## src/rtl/riscv_pkg.sv

```systemverilog
// Shared RV32 constants and the M-extension sequencer state type.
package riscv_pkg;

  localparam logic [6:0] OPCODE_OP     = 7'b0110011;
  localparam logic [6:0] FUNCT7_MULDIV = 7'b0000001;

  localparam logic [2:0] F3_MUL    = 3'd0;
  localparam logic [2:0] F3_MULH   = 3'd1;
  localparam logic [2:0] F3_MULHSU = 3'd2;
  localparam logic [2:0] F3_MULHU  = 3'd3;
  localparam logic [2:0] F3_DIV    = 3'd4;
  localparam logic [2:0] F3_DIVU   = 3'd5;
  localparam logic [2:0] F3_REM    = 3'd6;
  localparam logic [2:0] F3_REMU   = 3'd7;

  typedef enum logic [1:0] {
    IDLE,
    MUL,
    DIV,
    DONE
  } muldiv_state_t;

endpackage

```

## src/rtl/muldiv_iter_core.sv

```systemverilog
// 64-bit accumulator for unsigned shift-add multiply and restoring divide,
// one step per cycle. Multiply: {hi,lo} = {partial, multiplier}; divide: {rem, quotient}.
module muldiv_iter_core #(
  parameter int XLEN = 32
) (
  input  logic              clk,
  input  logic              rst_n,
  input  logic              i_load,
  input  logic [XLEN-1:0]   i_lo_init,
  input  logic [XLEN-1:0]   i_b,
  input  logic              i_step_mul,
  input  logic              i_step_div,
  output logic [2*XLEN-1:0] o_acc_next
);

  logic [2*XLEN-1:0] r_acc;
  logic [XLEN-1:0]   r_b;

  logic [XLEN:0]     w_sum;
  logic [XLEN-1:0]   w_diff;
  logic              w_ge;

  assign w_sum  = {1'b0, r_acc[2*XLEN-1:XLEN]} + (r_acc[0] ? {1'b0, r_b} : '0);
  // The shifted remainder is XLEN+1 bits wide; its top bit alone means it exceeds the divisor.
  assign w_ge   = r_acc[2*XLEN-1] | (r_acc[2*XLEN-2:XLEN-1] >= r_b);
  assign w_diff = r_acc[2*XLEN-2:XLEN-1] - r_b;

  // NOTE: every output of a combinational block gets a default first so no latch is inferred.
  always_comb begin
    o_acc_next = r_acc;
    if (i_step_mul) begin
      o_acc_next = {w_sum, r_acc[XLEN-1:1]};
    end else if (i_step_div) begin
      o_acc_next = w_ge ? {w_diff, r_acc[XLEN-2:0], 1'b1}
                        : {r_acc[2*XLEN-2:0], 1'b0};
    end
  end

  // NOTE: sequential state uses non-blocking assignments only.
  always_ff @(posedge clk or negedge rst_n) begin
    if (!rst_n) begin
      r_acc <= '0;
      r_b   <= '0;
    end else if (i_load) begin
      r_acc <= {{XLEN{1'b0}}, i_lo_init};
      r_b   <= i_b;
    end else if (i_step_mul || i_step_div) begin
      r_acc <= o_acc_next;
    end
  end

endmodule

```

## src/rtl/ex_muldiv_seq.sv

```systemverilog
// RV32M iterative multiply/divide sequencer beside the EX stage: decodes M-ops,
// stalls the front of the pipe while iterating and presents the result for one cycle.
module ex_muldiv_seq
  import riscv_pkg::*;
#(
  parameter int XLEN = 32,
  parameter int ITER = 32
) (
  input  logic            clk,
  input  logic            rst_n,
  input  logic            valid_ex,
  input  logic [6:0]      opcode_ex,
  input  logic [2:0]      func3_ex,
  input  logic [6:0]      func7_ex,
  input  logic [XLEN-1:0] rs1_data_ex,
  input  logic [XLEN-1:0] rs2_data_ex,
  input  logic            flush_ex,
  output logic            stall_ex,
  output logic            md_sel_ex,
  output logic [XLEN-1:0] md_result_ex,
  output logic            busy_ex
);

  localparam int CNT_W = $clog2(ITER);
  localparam logic [XLEN-1:0] INT_MIN = {1'b1, {(XLEN-1){1'b0}}};

  muldiv_state_t     r_state, w_state_next;
  logic [CNT_W-1:0]  r_cnt;
  logic [2:0]        r_func3;
  logic              r_neg_res;
  logic              r_neg_rem;
  logic [XLEN-1:0]   r_result;

  logic              w_md_op, w_start, w_is_div, w_last, w_iterating;
  logic              w_a_signed, w_b_signed, w_a_neg, w_b_neg;
  logic [XLEN-1:0]   w_a_mag, w_b_mag;
  logic              w_div_zero, w_div_ovf, w_fast;
  logic [XLEN-1:0]   w_fast_result;
  logic [2*XLEN-1:0] w_acc_next, w_prod;
  logic [XLEN-1:0]   w_quo, w_rem, w_iter_result;

  assign w_md_op  = valid_ex & (opcode_ex == OPCODE_OP) & (func7_ex == FUNCT7_MULDIV);
  assign w_start  = (r_state == IDLE) & w_md_op & ~flush_ex;
  assign w_is_div = func3_ex[2];

  always_comb begin
    w_a_signed = 1'b0;
    w_b_signed = 1'b0;
    case (func3_ex)
      F3_MULH, F3_DIV, F3_REM: begin
        w_a_signed = 1'b1;
        w_b_signed = 1'b1;
      end
      F3_MULHSU: w_a_signed = 1'b1;
      F3_MUL, F3_MULHU, F3_DIVU, F3_REMU: ;
      default: ;
    endcase
  end

  assign w_a_neg = w_a_signed & rs1_data_ex[XLEN-1];
  assign w_b_neg = w_b_signed & rs2_data_ex[XLEN-1];
  assign w_a_mag = w_a_neg ? -rs1_data_ex : rs1_data_ex;
  assign w_b_mag = w_b_neg ? -rs2_data_ex : rs2_data_ex;

  assign w_div_zero = w_is_div & (rs2_data_ex == '0);
  assign w_div_ovf  = ((func3_ex == F3_DIV) | (func3_ex == F3_REM)) &
                      (rs1_data_ex == INT_MIN) & (rs2_data_ex == '1);
  assign w_fast     = w_div_zero | w_div_ovf;
  // func3[1] selects the remainder flavour of the divide group.
  assign w_fast_result = w_div_zero ? (func3_ex[1] ? rs1_data_ex : '1)
                                    : (func3_ex[1] ? '0 : INT_MIN);

  assign w_iterating = (r_state == MUL) | (r_state == DIV);
  assign w_last      = (r_cnt == CNT_W'(ITER - 1));

  muldiv_iter_core #(.XLEN(XLEN)) u_core (
    .clk        (clk),
    .rst_n      (rst_n),
    .i_load     (w_start & ~w_fast),
    .i_lo_init  (w_a_mag),
    .i_b        (w_b_mag),
    .i_step_mul ((r_state == MUL) & ~flush_ex),
    .i_step_div ((r_state == DIV) & ~flush_ex),
    .o_acc_next (w_acc_next)
  );

  // Sign fix is applied to the post-step value so the result lands on entry to DONE.
  assign w_prod = r_neg_res ? -w_acc_next : w_acc_next;
  assign w_quo  = r_neg_res ? -w_acc_next[XLEN-1:0] : w_acc_next[XLEN-1:0];
  assign w_rem  = r_neg_rem ? -w_acc_next[2*XLEN-1:XLEN] : w_acc_next[2*XLEN-1:XLEN];

  always_comb begin
    w_iter_result = w_prod[2*XLEN-1:XLEN];
    if (r_state == DIV) begin
      w_iter_result = r_func3[1] ? w_rem : w_quo;
    end else if (r_func3 == F3_MUL) begin
      w_iter_result = w_prod[XLEN-1:0];
    end
  end

  always_ff @(posedge clk or negedge rst_n) begin
    if (!rst_n) begin
      r_state <= IDLE;
    end else begin
      r_state <= w_state_next;
    end
  end

  always_comb begin
    w_state_next = r_state;
    case (r_state)
      IDLE:     if (w_start) w_state_next = w_fast ? DONE : (w_is_div ? DIV : MUL);
      MUL, DIV: if (w_last)  w_state_next = DONE;
      DONE:     w_state_next = IDLE;
      default:  w_state_next = IDLE;
    endcase
    if (flush_ex) begin
      w_state_next = IDLE;
    end
  end

  always_ff @(posedge clk or negedge rst_n) begin
    if (!rst_n) begin
      r_cnt     <= '0;
      r_func3   <= '0;
      r_neg_res <= 1'b0;
      r_neg_rem <= 1'b0;
      r_result  <= '0;
    end else begin
      if (w_start) begin
        r_func3   <= func3_ex;
        r_neg_res <= w_a_neg ^ w_b_neg;
        r_neg_rem <= w_a_neg;
        if (w_fast) begin
          r_result <= w_fast_result;
        end
      end
      if (w_iterating && !flush_ex && !w_last) begin
        r_cnt <= r_cnt + 1'b1;
      end else begin
        r_cnt <= '0;
      end
      if (w_iterating && !flush_ex && w_last) begin
        r_result <= w_iter_result;
      end
    end
  end

  assign stall_ex     = w_md_op & ~flush_ex & (r_state != DONE);
  assign md_sel_ex    = (r_state == DONE);
  assign busy_ex      = (r_state != IDLE);
  assign md_result_ex = r_result;

endmodule

```

## config.mk

```make
export PLATFORM = sky130hd
export DESIGN_NAME = ex_muldiv_seq
export DESIGN_NICKNAME = d
export VERILOG_FILES = /design/src/rtl/riscv_pkg.sv /design/src/rtl/muldiv_iter_core.sv /design/src/rtl/ex_muldiv_seq.sv
export SDC_FILE = /design/constraint.sdc
export NUM_CORES = 1
export LEC_CHECK = 0
export ABC_AREA = 1
export CORE_UTILIZATION = 45
export DETAILED_ROUTE_END_ITERATION = 8
export HOLD_SLACK_MARGIN = 0.12
export PLACE_DENSITY_LB_ADDON = 0.1
export SLEW_MARGIN = 20
export SYNTH_ARGS = -nofsm -noshare
export SYNTH_HDL_FRONTEND = slang
export SYNTH_SLANG_ARGS = --single-unit
```

## constraint.sdc

```tcl
create_clock -name clk -period 5.2 [get_ports clk]
set_input_delay 0.78 -clock clk [delete_from_list [all_inputs] [get_ports clk]]
set_output_delay 0.78 -clock clk [all_outputs]
set_load 0.03 [all_outputs]
```

Word level (Yosys, flattened, before mapping):

Index checks and enable logic that the tools add are counted.

* word-level logic and storage cells: 100
* memory bits (writable): 0
* memory bits (read-only): 0
* output and inout bits: 35
* bits in latches: 0
* memories kept: 0
* bits in registers: 140

* muxes and demuxes: 29
* eq/ne operators: 15
* bitwise logic cells: 21
* divide/modulo/power cells: 0
* multiply operators: 0
* add/subtract/negate cells: 8
* order comparisons: 1
* shifts and indexed selects: 0
* reduce and logical (&&, ||, !) cells: 18

Operator list (number)
* 32-bit 2-to-1 mux: 14
* 64-bit 2-to-1 mux: 6
* 32-bit negator: 4
* 32-bit equality test, second input constant: 2
* 64-bit negator: 1
* 32-bit by 33-bit adder with 33-bit output: 1
* 32-bit greater-or-equal comparator: 1
* 32-bit zero test: 1
* 32-bit subtractor: 1
* 1-bit bitwise AND: 14
* 2-bit 2-to-1 mux: 5
* 2-bit nonzero test: 4
* 7-bit by 1-bit equality test with 1-bit output, second input constant: 1
* 7-bit by 6-bit equality test with 1-bit output, second input constant: 1
* 3-bit equality test, second input constant: 2
* 3-bit != test, second input constant: 2
* 2-bit one-hot mux with 3 select lines: 1
* 5-bit by 1-bit adder with 5-bit output, second input constant: 1
* 5-bit equality test, second input constant: 1
* 5-bit 2-to-1 mux: 1
* 2-bit equality test, second input constant: 2
* 1-bit OR: 4
* 2-bit AND reduction: 2
* 4-bit OR reduction: 1
* other kinds (14): 19

Longest topological paths before layout:

Gate-level depths: netlist of the first run.

* word-level depth: 10
* gate-level depth with buffers: 35
* depth with buffers taken out: 35

Hierarchy:

From an unflattened synthesis of the first run, not the netlist that was laid out.

* cells, all modules: 3323
* area, all modules: 18333.8 µm²

Modules (own cells, without submodules)
* muldiv_iter_core: instances 1, area an instance 9811.9 µm², cells an instance 1664, seq. area each 2402.3 µm²
* ex_muldiv_seq: instances 1, area an instance 8521.9 µm², cells an instance 1659, seq. area each 1101.1 µm²

Least setup slack after synthesis of the first run:

OpenSTA, ideal clock, no wires.

* kind: register to register
* from: register u_core.r_acc[0]
* to: register r_result[14], in the netlist md_result_ex[14]
* setup slack: 1.675 ns
* cell stages (with the launch flop): 30
* setup time: 0.077 ns
* clock period less this slack: 3.525 ns
* arrival time: 3.447 ns
* path through: dfrtp_1 > clkbuf_1 > clkbuf_1 > nand2_1 > inv_1 > ha_1 > inv_1 > fa_1 > inv_1 > nand3_1 > nand2_1 > nand2_1 > nand2_1 > inv_1 > o21bai_1 > inv_1 > or2_2 > nand3_1 > nand2_4 > nand2_1 > inv_2 > nand2_2 > nor2_2 > nor2_1 > nor2_4 > nand2_1 > nand2_1 > o21ai_1 > nand3_1 > a21oi_1

* longest elaborated chain between the ends: 8
* elaborated cells on any way between the ends: 15

Ends and longest elaborated chain
* start: declaration: RTL line muldiv_iter_core.sv:16 `logic [2*XLEN-1:0] r_acc;`
* start signal: assignment: RTL line muldiv_iter_core.sv:45 `r_acc <= {{XLEN{1'b0}}, i_lo_init};`
* start signal: assignment: RTL line muldiv_iter_core.sv:48 `r_acc <= o_acc_next;`
* 32-bit 2-to-1 mux or 64-bit 2-to-1 mux (tied branches): RTL line muldiv_iter_core.sv:23, muldiv_iter_core.sv:34
* 32-bit by 33-bit adder with 33-bit output or 64-bit 2-to-1 mux (tied branches): RTL line muldiv_iter_core.sv:23, muldiv_iter_core.sv:33
* 64-bit 2-to-1 mux *: RTL line muldiv_iter_core.sv:31 `if (i_step_mul) begin`
* 64-bit negator (tied with other cells): RTL line ex_muldiv_seq.sv:88 `assign w_prod = r_neg_res ? -w_acc_next : w_acc_next;`
* 64-bit 2-to-1 mux (tied with other cells): RTL line ex_muldiv_seq.sv:88
* 32-bit 2-to-1 mux (on tied branches): RTL line ex_muldiv_seq.sv:96, ex_muldiv_seq.sv:95
* 32-bit 2-to-1 mux *: RTL line ex_muldiv_seq.sv:94 `if (r_state == DIV) begin`
* 32-bit 2-to-1 mux *: RTL line ex_muldiv_seq.sv:143 `if (w_iterating && !flush_ex && w_last) begin`
* end signal: assignment: RTL line ex_muldiv_seq.sv:135 `r_result <= w_fast_result;`
* end signal: assignment: RTL line ex_muldiv_seq.sv:144 `r_result <= w_iter_result;`
* end: declaration: RTL line ex_muldiv_seq.sv:32 `logic [XLEN-1:0] r_result;`

Every way passes the cells marked *; elsewhere a longest branch is shown, timed or not.
A chain may end at the register's enable or synchronous reset.

Worst setup path in the final report of the first run:

* from: register u_core.r_acc[32]
* to: register r_result[29], in the netlist md_result_ex[29]

* longest elaborated chain between the ends: 10
* elaborated cells on any way between the ends: 17

Ends and longest elaborated chain
* 32-bit greater-or-equal comparator: RTL line muldiv_iter_core.sv:25 `assign w_ge = r_acc[2*XLEN-1] | (r_acc[2*XLEN-2:XLEN-1] >= r_b);`
* 1-bit OR: RTL line muldiv_iter_core.sv:25
* 64-bit 2-to-1 mux: RTL line muldiv_iter_core.sv:34 `o_acc_next = w_ge ? {w_diff, r_acc[XLEN-2:0], 1'b1}`
* 64-bit 2-to-1 mux: RTL line muldiv_iter_core.sv:33 `end else if (i_step_div) begin`
* 64-bit 2-to-1 mux *: RTL line muldiv_iter_core.sv:31
* 64-bit negator (tied with other cells): RTL line ex_muldiv_seq.sv:88
* 64-bit 2-to-1 mux (tied with other cells): RTL line ex_muldiv_seq.sv:88
* 32-bit 2-to-1 mux (on tied branches): RTL line ex_muldiv_seq.sv:96, ex_muldiv_seq.sv:95
* 32-bit 2-to-1 mux *: RTL line ex_muldiv_seq.sv:94
* 32-bit 2-to-1 mux *: RTL line ex_muldiv_seq.sv:143

Marked as above.

==> impl_metrics.tcl, run 1 <==
set metrics [dict create \
    outcome "finished clean" \
    tritoncts "built" \
    start_kind "flip-flop" \
    grt_pass1_wl_um 119000 \
    synth_top_cell_by_area "dfrtp_1" \
    hpwl_um 64300 \
    ys_seq_area_share_pct 19.9 \
    route.met2.wl_um 34900 \
    r2r_slack_ns 0.39 \
    netlist_area_sq_um 17600 \
    globalplace.congestion 1.12 \
    synth.distinct_cells 65 \
    antenna_found_initial 6 \
    overflow 0 \
    root_buffer "clkbuf_16" \
    synth_cells 2948 \
    layout_commonest_cell "nand2_1" \
    grt_usage_pct 40.6 \
    crit_fanout 35 \
    drc 0 \
    peakVddDrop_uv 287 \
    ant_nets 0 \
    cp.required_ns 5.56 \
    stdcell_count 3579 \
    final_cell_mix "880 x nand2_1, 353 x inv_1, 276 x nand3_1, 266 x nor2_1, 167 x o21ai_0" \
    wl_per_cell_um 22.3 \
    fmax_ghz 0.208 \
    dieArea_sq_um 39900 \
    clk_pin_slew_ns 0.08 \
    n_fill_cell 4030 \
    top_layer_used "met5" \
    skew_ns 0.0169 \
    layout.nets 3211 \
    die_width_um 200 \
    cts_resized 0 \
    grt_pass1_vias 19500 \
    fin_crit_sh_pct 92.5 \
    power_density_nw_per_um2 480 \
    multi_input_area_sq_um 12200 \
    setup_tns_ns 0 \
    cap_violations 0 \
    yosysWarningCount 0 \
    hold_path_class "input port to async pin" \
    postCtsSetupBuffers 0 \
    vias 20700 \
    drt_iter0_drc 2317 \
    crit_type "flip-flop to flip-flop" \
    ff2ff_path_depth 27 \
    cts_made_buffers 17 \
    ctsHoldBuffers 0 \
    io_buffers 119 \
    slew_headroom_pct 34.4 \
    ys_ff_latch 140 \
    drt-met1-wl_um 32000 \
    synth_edf_count 0 \
    cts-htree-levels 4 \
    ys.flop_type "dfrtp_1" \
    syn-num-nets 3111 \
    synth_area_leaders "dfrtp_1 20%, nand2_1 19%, nand3_1 7.8%" \
    antenna_cells 0 \
    drive_above_1_share_pct 8.66 \
    rsz0062_at_grt "no" \
    wl_met3_um 6970 \
    cts_buffer_depth 2 \
    hold_violations 0 \
    regArea_sq_um 3500 \
    final_max_slew_viol_count 0 \
    synthArstFlopShare_pct 100 \
    synthToLayoutAreaGrowth_pct 13.7 \
    cellLeakagePower_nw 10.3 \
    worstPathArrival_ns 5.17 \
    dr.pass1.iters 6 \
    grt_max_degree 84 \
    io_pins 120 \
    start_util_pct 45.6 \
    placed_cells 3547 \
    worstMarginPinSlew_ns 0.983 \
    core_sq_um 38600 \
    synth_area_per_cell_sq_um 5.97 \
    row_count 72 \
    r2r_start "u_core.r_acc[32]$_DFFE_PN0P_" \
    die_y_um 200 \
    yosys.area.top_type_share_pct 19.9 \
    drt_wl_total_um 79700 \
    insertion_delay_ns 0.48 \
    period_minus_slack_ns 4.81 \
    report.final.setup_viol 0 \
    r2r_end "md_result_ex[29]$_DFFE_PN0P_" \
    vias_per_cell 5.78 \
    numClockSinks 140 \
    end_kind "flip-flop" \
]
[cells in the mapped netlist (all sizes together), types with 5 or more instances]
| cell type | n |
|---|---|
| o211ai | 22 |
| or2 | 14 |
| xor2 | 89 |
| o31ai | 6 |
| mux2i | 10 |
| nor2 | 305 |
| clkinv | 10 |
| xnor2 | 26 |
| o21bai | 19 |
| a21o | 6 |
| ha | 76 |
| nor3 | 42 |
| a31oi | 5 |
| nor4 | 22 |
| inv | 386 |
| o21ai | 202 |
| nand3 | 284 |
| nand3b | 10 |
| o22ai | 6 |
| a21oi | 169 |
| clkbuf | 60 |
| buf | 34 |
| o221ai | 12 |
| nand2 | 920 |
| dfrtp | 140 |
| nand4 | 51 |
[through the flow]
step	cell area, sq um	worst slack [ns]	power [mW]	util (%)	hold slack, ns
finish	20000	0.392	9.60	51.8	0.229
global route	20000	0.0474	10.2	51.8	0.254
CTS	20000	0.590	9.39	51.8	0.244
detailed placement	19400	0.521	8.06	50.2	0.460
global placement	19400	0.578	8.03	50.2	0.444
floorplan	17600	1.68	6.01	-	0.430
[flip-flops by register name (all words and copies together), names as in the netlist]
register,flops
u_core.r_b,32
md_result_ex,32
r_neg_rem,1
r_func3,3
r_cnt,5
r_neg_res,1
r_state,2
u_core.r_acc,64
[worst max-delay path by stage]
| stage | start | endpoint | slack, ns | cells after the start |
|---|---|---|---|---|
| floorplan | u_core.r_acc[0]$_DFFE_PN0P_ | md_result_ex[14]$_DFFE_PN0P_ | 1.68 | 29 |
| global placement | flush_ex | md_result_ex[29]$_DFFE_PN0P_ | 0.58 | 25 |
| detailed placement | flush_ex | md_result_ex[29]$_DFFE_PN0P_ | 0.52 | 25 |
| CTS | u_core.r_b[0]$_DFFE_PN0P_ | md_result_ex[29]$_DFFE_PN0P_ | 0.59 | 27 |
| global route | u_core.r_acc[31]$_DFFE_PN0P_ | md_result_ex[31]$_DFFE_PN0P_ | 0.05 | 28 |
| finish | u_core.r_acc[32]$_DFFE_PN0P_ | md_result_ex[29]$_DFFE_PN0P_ | 0.39 | 27 |
[critical path, stage by stage (launching register included)]
cell     delay, ns
dfrtp_1       0.50
inv_1         0.13
fa_1          0.43
inv_1         0.12
nand2_1       0.06
nand2_1       0.08
nand3_1       0.09
nand2_2       0.14
nand2_2       0.07
nand3_2       0.07
nand2_2       0.25
nand2_2       0.24
buf_4         0.37
nand3_1       0.23
nand2_1       0.26
nand3_2       0.21
nor2_1        0.32
nand2_1       0.11
nor2_1        0.12
nand2_1       0.08
nand2_1       0.09
nand2_1       0.07
nand2_1       0.07
nand3_1       0.08
nand2_1       0.10
nand3_1       0.19
nand2_1       0.12
nand2_1       0.05
[cells by family (layout without fill, tap and decap cells)]
family          Yosys count  after routing  synth area share [%]
simple gates           1657           1657                  41.4
buf+inv                 490            603                  11.1
compound gates          458            458                  15.7
flops                   140            140                  19.9
xor+xnor                115            115                  5.72
fa+ha+maj                78             78                  5.63
mux                      10             10                 0.569
[routing by layer]
| metal | vias up | GRT usage [%] |
|---|---|---|
| met2 | 1080 | 63.7 |
| met3 | 242 | 7.38 |
| met1 | 9562 | 50.7 |
| met5 | - | 0 |
| li1 | 9788 | - |
| met4 | 4 | 27.2 |
[where the power goes]
part | internal, mW | switching [mW]
clock network | 0.691 | 0.612
registers | 1.31 | 0.325
logic | 2.01 | 4.65
total | 4.01 | 5.59
[area by class of cell]
class | instances | share of cell area, %
multi-input combinational | 2318 | 60.8
sequential | 140 | 17.5
timing repair buffer | 175 | 8.06
inverter | 396 | 7.43
tap | 518 | 3.24
clock buffer | 18 | 2.19
clock inverter | 14 | 0.781
No activity file was read; power rests on OpenSTA's default activity.
==> inputs of run 2 (changes only) <==
--- a/config.mk
+++ b/config.mk
@@ -6,10 +6,12 @@
 export NUM_CORES = 1
 export LEC_CHECK = 0
 export ABC_AREA = 1
+export CORE_MARGIN = 1
 export CORE_UTILIZATION = 45
 export DETAILED_ROUTE_END_ITERATION = 8
 export HOLD_SLACK_MARGIN = 0.12
 export PLACE_DENSITY_LB_ADDON = 0.1
+export REMOVE_ABC_BUFFERS = 1
 export SLEW_MARGIN = 20
 export SYNTH_ARGS = -nofsm -noshare
 export SYNTH_HDL_FRONTEND = slang
==> impl_metrics.tcl, run 2 (synthesized netlist as in run 1, its figures left out) <==
set metrics [dict create \
    rsz0062_at_grt "no" \
    worstPathArrival_ns 4.94 \
    fmax_ghz 0.219 \
    grt_pass1_wl_um 115000 \
    outcome "finished clean" \
    cts-htree-levels 4 \
    power_mw 9.52 \
    cap_violations 0 \
    crit_fanout 11 \
    end_kind "flip-flop" \
    vias_per_cell 5.78 \
    cp.required_ns 5.57 \
    drc 0 \
    hpwl_um 61500 \
    hold_path_class "input port to async pin" \
    power_density_nw_per_um2 477 \
    insertion_delay_ns 0.49 \
    peakVddDrop_uv 274 \
    vias 20700 \
    drive_above_1_share_pct 8.41 \
    cts_buffer_depth 2 \
    overflow 0 \
    globalplace.congestion 1.06 \
    postCtsSetupBuffers 0 \
    report.final.setup_viol 0 \
    layout_commonest_cell "nand2_1" \
    die_width_um 200 \
    post-place-ws_ns 0.558 \
    regArea_sq_um 3500 \
    final_max_slew_viol_count 0 \
    dieArea_sq_um 39900 \
    crit_type "flip-flop to flip-flop" \
    fin_crit_sh_pct 87.8 \
    drt_iter0_drc 2312 \
    root_buffer "clkbuf_16" \
    tritoncts "built" \
    die_y_um 200 \
    regMostFlops "u_core.r_acc" \
    placedInstanceArea_sq_um 19400 \
    start_util_pct 45.6 \
    multi_input_area_sq_um 12200 \
    core_sq_um 38600 \
    grt_pass1_vias 19100 \
    wl_per_cell_um 21.5 \
    clk_pin_slew_ns 0.07 \
    drt_wl_total_um 76900 \
    grt_max_degree 84 \
    synthToLayoutAreaGrowth_pct 13.3 \
    fin_ws_ns 0.635 \
    ant_nets 0 \
    cts_made_buffers 17 \
    hold_violations 0 \
    holdWs_ns 0.165 \
    io_pins 120 \
    cts_resized 0 \
    grt_usage_pct 39.2 \
    slew_headroom_pct 30.9 \
    finish.utilization_pct 51.6 \
    antenna_cells 0 \
    row_count 72 \
    n_fill_cell 4161 \
    period_minus_slack_ns 4.57 \
    skew_ns 0.0123 \
    dr.pass1.iters 6 \
    layout.nets 3206 \
    final_cell_mix "880 x nand2_1, 353 x inv_1, 276 x nand3_1, 266 x nor2_1, 167 x o21ai_0" \
    io_buffers 119 \
    numClockSinks 140 \
    ctsHoldBuffers 0 \
    postLayoutCellArea_sq_um 19900 \
    cellLeakagePower_nw 10.3 \
    start_kind "flip-flop" \
    stdcell_count 3574 \
    setup_tns_ns 0 \
    r2r_slack_ns 0.63 \
    largest_reg_flops 64 \
    placed_cells 3542 \
    worstMarginPinSlew_ns 1.04 \
    antenna_found_initial 2 \
]
-- run 2: final cells by class --
class / count / area share, %
Clock inverter: 11 / 0.433
Inverter: 396 / 7.46
Sequential cell: 140 / 17.6
Tap cell: 518 / 3.25
Clock buffer: 21 / 2.31
Timing Repair Buffer: 170 / 7.96
Multi-Input combinational cell: 2318 / 61.0
-- run 2: worst max-delay path, stage by stage, from the launching register on --
cell and delay [ns]:
dfrtp_1 0.57, nand2_1 0.15, inv_1 0.05, ha_1 0.38, nand2_1 0.22, o21ai_0 0.67, a21oi_1 0.09, o21ai_1 0.28
buf_4 0.23, xnor2_1 0.14, nand2_1 0.09, nand2_2 0.22, inv_2 0.10, nor2_2 0.13, nand2_1 0.12, nor2_2 0.24
nand3_1 0.15, nand3_1 0.10, nand2_1 0.06, o21bai_1 0.16, nand3_1 0.14, nand2_1 0.10, nand2_1 0.05
-- run 2: power breakdown --
group | switching (mW) | internal, mW | leakage, nW
clock | 0.564 | 0.637 | 0.253
sequential | 0.349 | 1.31 | 1.74
combinational | 4.65 | 2.01 | 8.27
total | 5.56 | 3.96 | 10.3
-- run 2: path summary, 6_finish.rpt --
path | from | end | cells past startpoint
min in group clk | r_cnt[0]$_DFF_PN0_ | r_cnt[0]$_DFF_PN0_ | 1
max in group asynchronous | rst_n | r_neg_res$_DFFE_PN0P_ | 2
worst max register to register | u_core.r_acc[0]$_DFFE_PN0P_ | md_result_ex[25]$_DFFE_PN0P_ | 22
worst min register to register | r_cnt[0]$_DFF_PN0_ | r_cnt[0]$_DFF_PN0_ | 1
worst max-delay path | u_core.r_acc[0]$_DFFE_PN0P_ | md_result_ex[25]$_DFFE_PN0P_ | 22
worst min-delay path | rst_n | u_core.r_acc[48]$_DFFE_PN0P_ | 1
-- run 2: layer usage --
| metal | track usage [%] | vias to the layer above | part of all wire (%) |
|---|---|---|---|
| li1 | - | 9753 | - |
| met3 | 11.7 | 141 | 12 |
| met5 | 0 | - | 0.017 |
| met2 | 56.7 | 1065 | 41 |
| met4 | 13.7 | 2 | 3.0 |
| met1 | 55.0 | 9699 | 44 |
==> inputs of run 3 (changes only) <==
--- a/config.mk
+++ b/config.mk
@@ -6,6 +6,7 @@
 export NUM_CORES = 1
 export LEC_CHECK = 0
 export ABC_AREA = 1
+export CORE_ASPECT_RATIO = 1.4
 export CORE_MARGIN = 1
 export CORE_UTILIZATION = 45
 export DETAILED_ROUTE_END_ITERATION = 8
@@ -15,4 +16,5 @@
 export SLEW_MARGIN = 20
 export SYNTH_ARGS = -nofsm -noshare
 export SYNTH_HDL_FRONTEND = slang
+export SYNTH_HIERARCHICAL = 1
 export SYNTH_SLANG_ARGS = --single-unit
==> impl_metrics.tcl, run 3 <==
set metrics [dict create \
    overflow 0 \
    wl_per_cell_um 20.1 \
    grt_pass1_wl_um 120000 \
    ys.flop_type "dfrtp_1" \
    drt_wl_total_um 79300 \
    antenna_found_initial 0 \
    hold_path_class "input port to async pin" \
    grt_usage_pct 38.3 \
    die_y_um 241 \
    row_count 87 \
    dr.pass1.iters 8 \
    ys_seq_area_share_pct 19.1 \
    regMostFlops "u_core/r_acc" \
    synthToLayoutAreaGrowth_pct 12.7 \
    crit_fanout 23 \
    drt-met1-wl_um 28500 \
    cts_resized 0 \
    clk_pin_slew_ns 0.07 \
    synth_commonest_cells "1077 x nand2_1, 473 x inv_1, 443 x nor2_1, 292 x nand3_1, 191 x o21ai_0" \
    drive_above_1_share_pct 5.76 \
    yosys.area.top_type_share_pct 22.1 \
    numClockSinks 140 \
    synthAdderAreaFrac_pct 5.41 \
    core_sq_um 40300 \
    globalplace.congestion 1.09 \
    root_buffer "clkbuf_16" \
    power_density_nw_per_um2 500 \
    slew_headroom_pct 25.5 \
    ctsHoldBuffers 0 \
    slowest_delay_ns 0.66 \
    report.final.setup_viol 0 \
    netlist_area_sq_um 18300 \
    ant_nets 0 \
    antenna_cells 0 \
    dieArea_sq_um 41600 \
    synth_area_per_cell_sq_um 5.52 \
    cp_common_cell "nand2_1" \
    worstPathArrival_ns 5.08 \
    end_kind "flip-flop" \
    start_util_pct 45.5 \
    crit_type "flip-flop to flip-flop" \
    layout.nets 3569 \
    n_fill_cell 4304 \
    worstMarginPinSlew_ns 1.12 \
    cap_violations 0 \
    final_max_slew_viol_count 0 \
    crit_family "simple AND/OR/NAND/NOR gates" \
    path_buf_inv 3 \
    drc 0 \
    regArea_sq_um 3500 \
    cp.required_ns 5.56 \
    tritoncts "built" \
    rsz0062_at_grt "no" \
    worstSetupStartpoint "u_core/r_acc[33]$_DFFE_PN0P_" \
    layout_commonest_cell "nand2_1" \
    fin_crit_sh_pct 90.9 \
    muxShareOfSynthArea_pct 0 \
    synth_top_family_by_area "simple AND/OR/NAND/NOR gates" \
    cellLeakagePower_nw 11.0 \
    fmax_ghz 0.212 \
    postCtsSetupBuffers 0 \
    peakVddDrop_uv 312 \
    outcome "finished clean" \
    multi_input_area_sq_um 12500 \
    io_buffers 119 \
    final_cell_mix "1077 x nand2_1, 473 x inv_1, 440 x nor2_1, 292 x nand3_1, 191 x o21ai_0" \
    holdWs_ns 0.329 \
    synthMostInstantiatedCell "nand2_1" \
    grt_max_degree 76 \
    cts-htree-levels 4 \
    synth-simple-area-share_pct 45.3 \
    cts_made_buffers 17 \
    hold_violations 0 \
    vias 21700 \
    hpwl_um 64500 \
    skew_ns 0.0120 \
    period_minus_slack_ns 4.72 \
    top_layer_used "met4" \
    die_width_um 173 \
    synthArstFlopShare_pct 100 \
    yosysWarningCount 6 \
    cp_slowest_cell "nor2_1" \
    largest_reg_flops 64 \
    drt_iter0_drc 1632 \
    route.met2.wl_um 39100 \
    start_kind "flip-flop" \
    synth_xor_area_share_pct 4.87 \
    grt_pass1_vias 20900 \
    synth.distinct_cells 49 \
    io_pins 120 \
    synth_cells 3323 \
    cts_buffer_depth 2 \
    ys_ff_latch 140 \
    setup_tns_ns 0 \
    synth_edf_count 0 \
    insertion_delay_ns 0.48 \
    synth_top_cell_by_area "nand2_1" \
    r2r_start "u_core/r_acc[33]$_DFFE_PN0P_" \
    synth_area_leaders "nand2_1 22%, dfrtp_1 19%, inv_1 9.7%" \
    synth_compound_area_share_pct 12.3 \
    wl_met3_um 3750 \
    vias_per_cell 5.49 \
]
run 3: cell count changes after synthesis, sizes merged, moves of 14 or more:
cell / previous run / this run
nand3: 284 / 303
inv: 386 / 496
a21oi: 169 / 128
nor2: 305 / 475
o21ai: 202 / 231
xnor2: 26 / 45
nand2: 920 / 1091
nand4: 51 / 25
o22ai: 6 / 30
xor2: 89 / 57
o21bai: 19 / 5
buf: 34 / 54
run 3: final timing paths:
| check | cells after the start | slack, ns | endpoint |
|---|---|---|---|
| max in group asynchronous | 2 | 3.78 | r_neg_res$_DFFE_PN0P_ |
| max | 26 | 0.48 | md_result_ex[14]$_DFFE_PN0P_ |
| min reg2reg | 1 | 0.46 | r_cnt[0]$_DFF_PN0_ |
| min in group clk | 1 | 0.46 | r_cnt[0]$_DFF_PN0_ |
| max reg2reg | 26 | 0.48 | md_result_ex[14]$_DFFE_PN0P_ |
| min | 1 | 0.33 | md_result_ex[24]$_DFFE_PN0P_ |
run 3: logic make-up after synthesis:
logic type	Yosys count
simple gates	1979
flops	140
compound gates	420
xor+xnor	102
buf+inv	604
fa+ha+maj	78
run 3: stage by stage:
step	cells	setup slack [ns]	power, mW	util [%]	cell area (sq um)
2_1_floorplan	3216	-4.96	6.33	-	17800
3_3_place_gp	3921	0.597	8.86	49.9	20100
3_5_place_dp	3921	0.570	8.88	49.9	20100
4_1_cts	3953	0.672	10.2	51.3	20700
5_1_grt	3953	0.196	11.2	51.3	20700
6_report	3953	0.475	10.3	51.3	20700
run 3: worst reg2reg max path: cells and delay by family, from the launching register on:
kind,cells,cell delay (ns)
AND/OR/NAND/NOR,20,2.82
AO/OA/AOI/OAI,1,0.09
buffers and inverters,3,0.59
adder cells (fa/ha/maj),1,0.48
XOR/XNOR,1,0.16
flip-flops,1,0.51
run 3: metal layers:
layer  GRT usage [%]  up-vias
met4            34.9        0
met2            69.2      832
met3            4.68      270
met1            38.8     9958
li1                -    10600
met5               0        -
run 3: final cells by class:
cell class,count,area share [%]
clock buffer,17,2.06
clock inverter,15,0.697
inverter,497,9.03
multi-input combinational,2579,60.4
sequential,140,17.0
tap,534,3.23
timing repair buffer,171,7.66
run 3: where the power goes:
group / switching, mW / internal, mW
registers: 0.241 / 1.29
logic: 5.31 / 2.25
clock network: 0.609 / 0.634
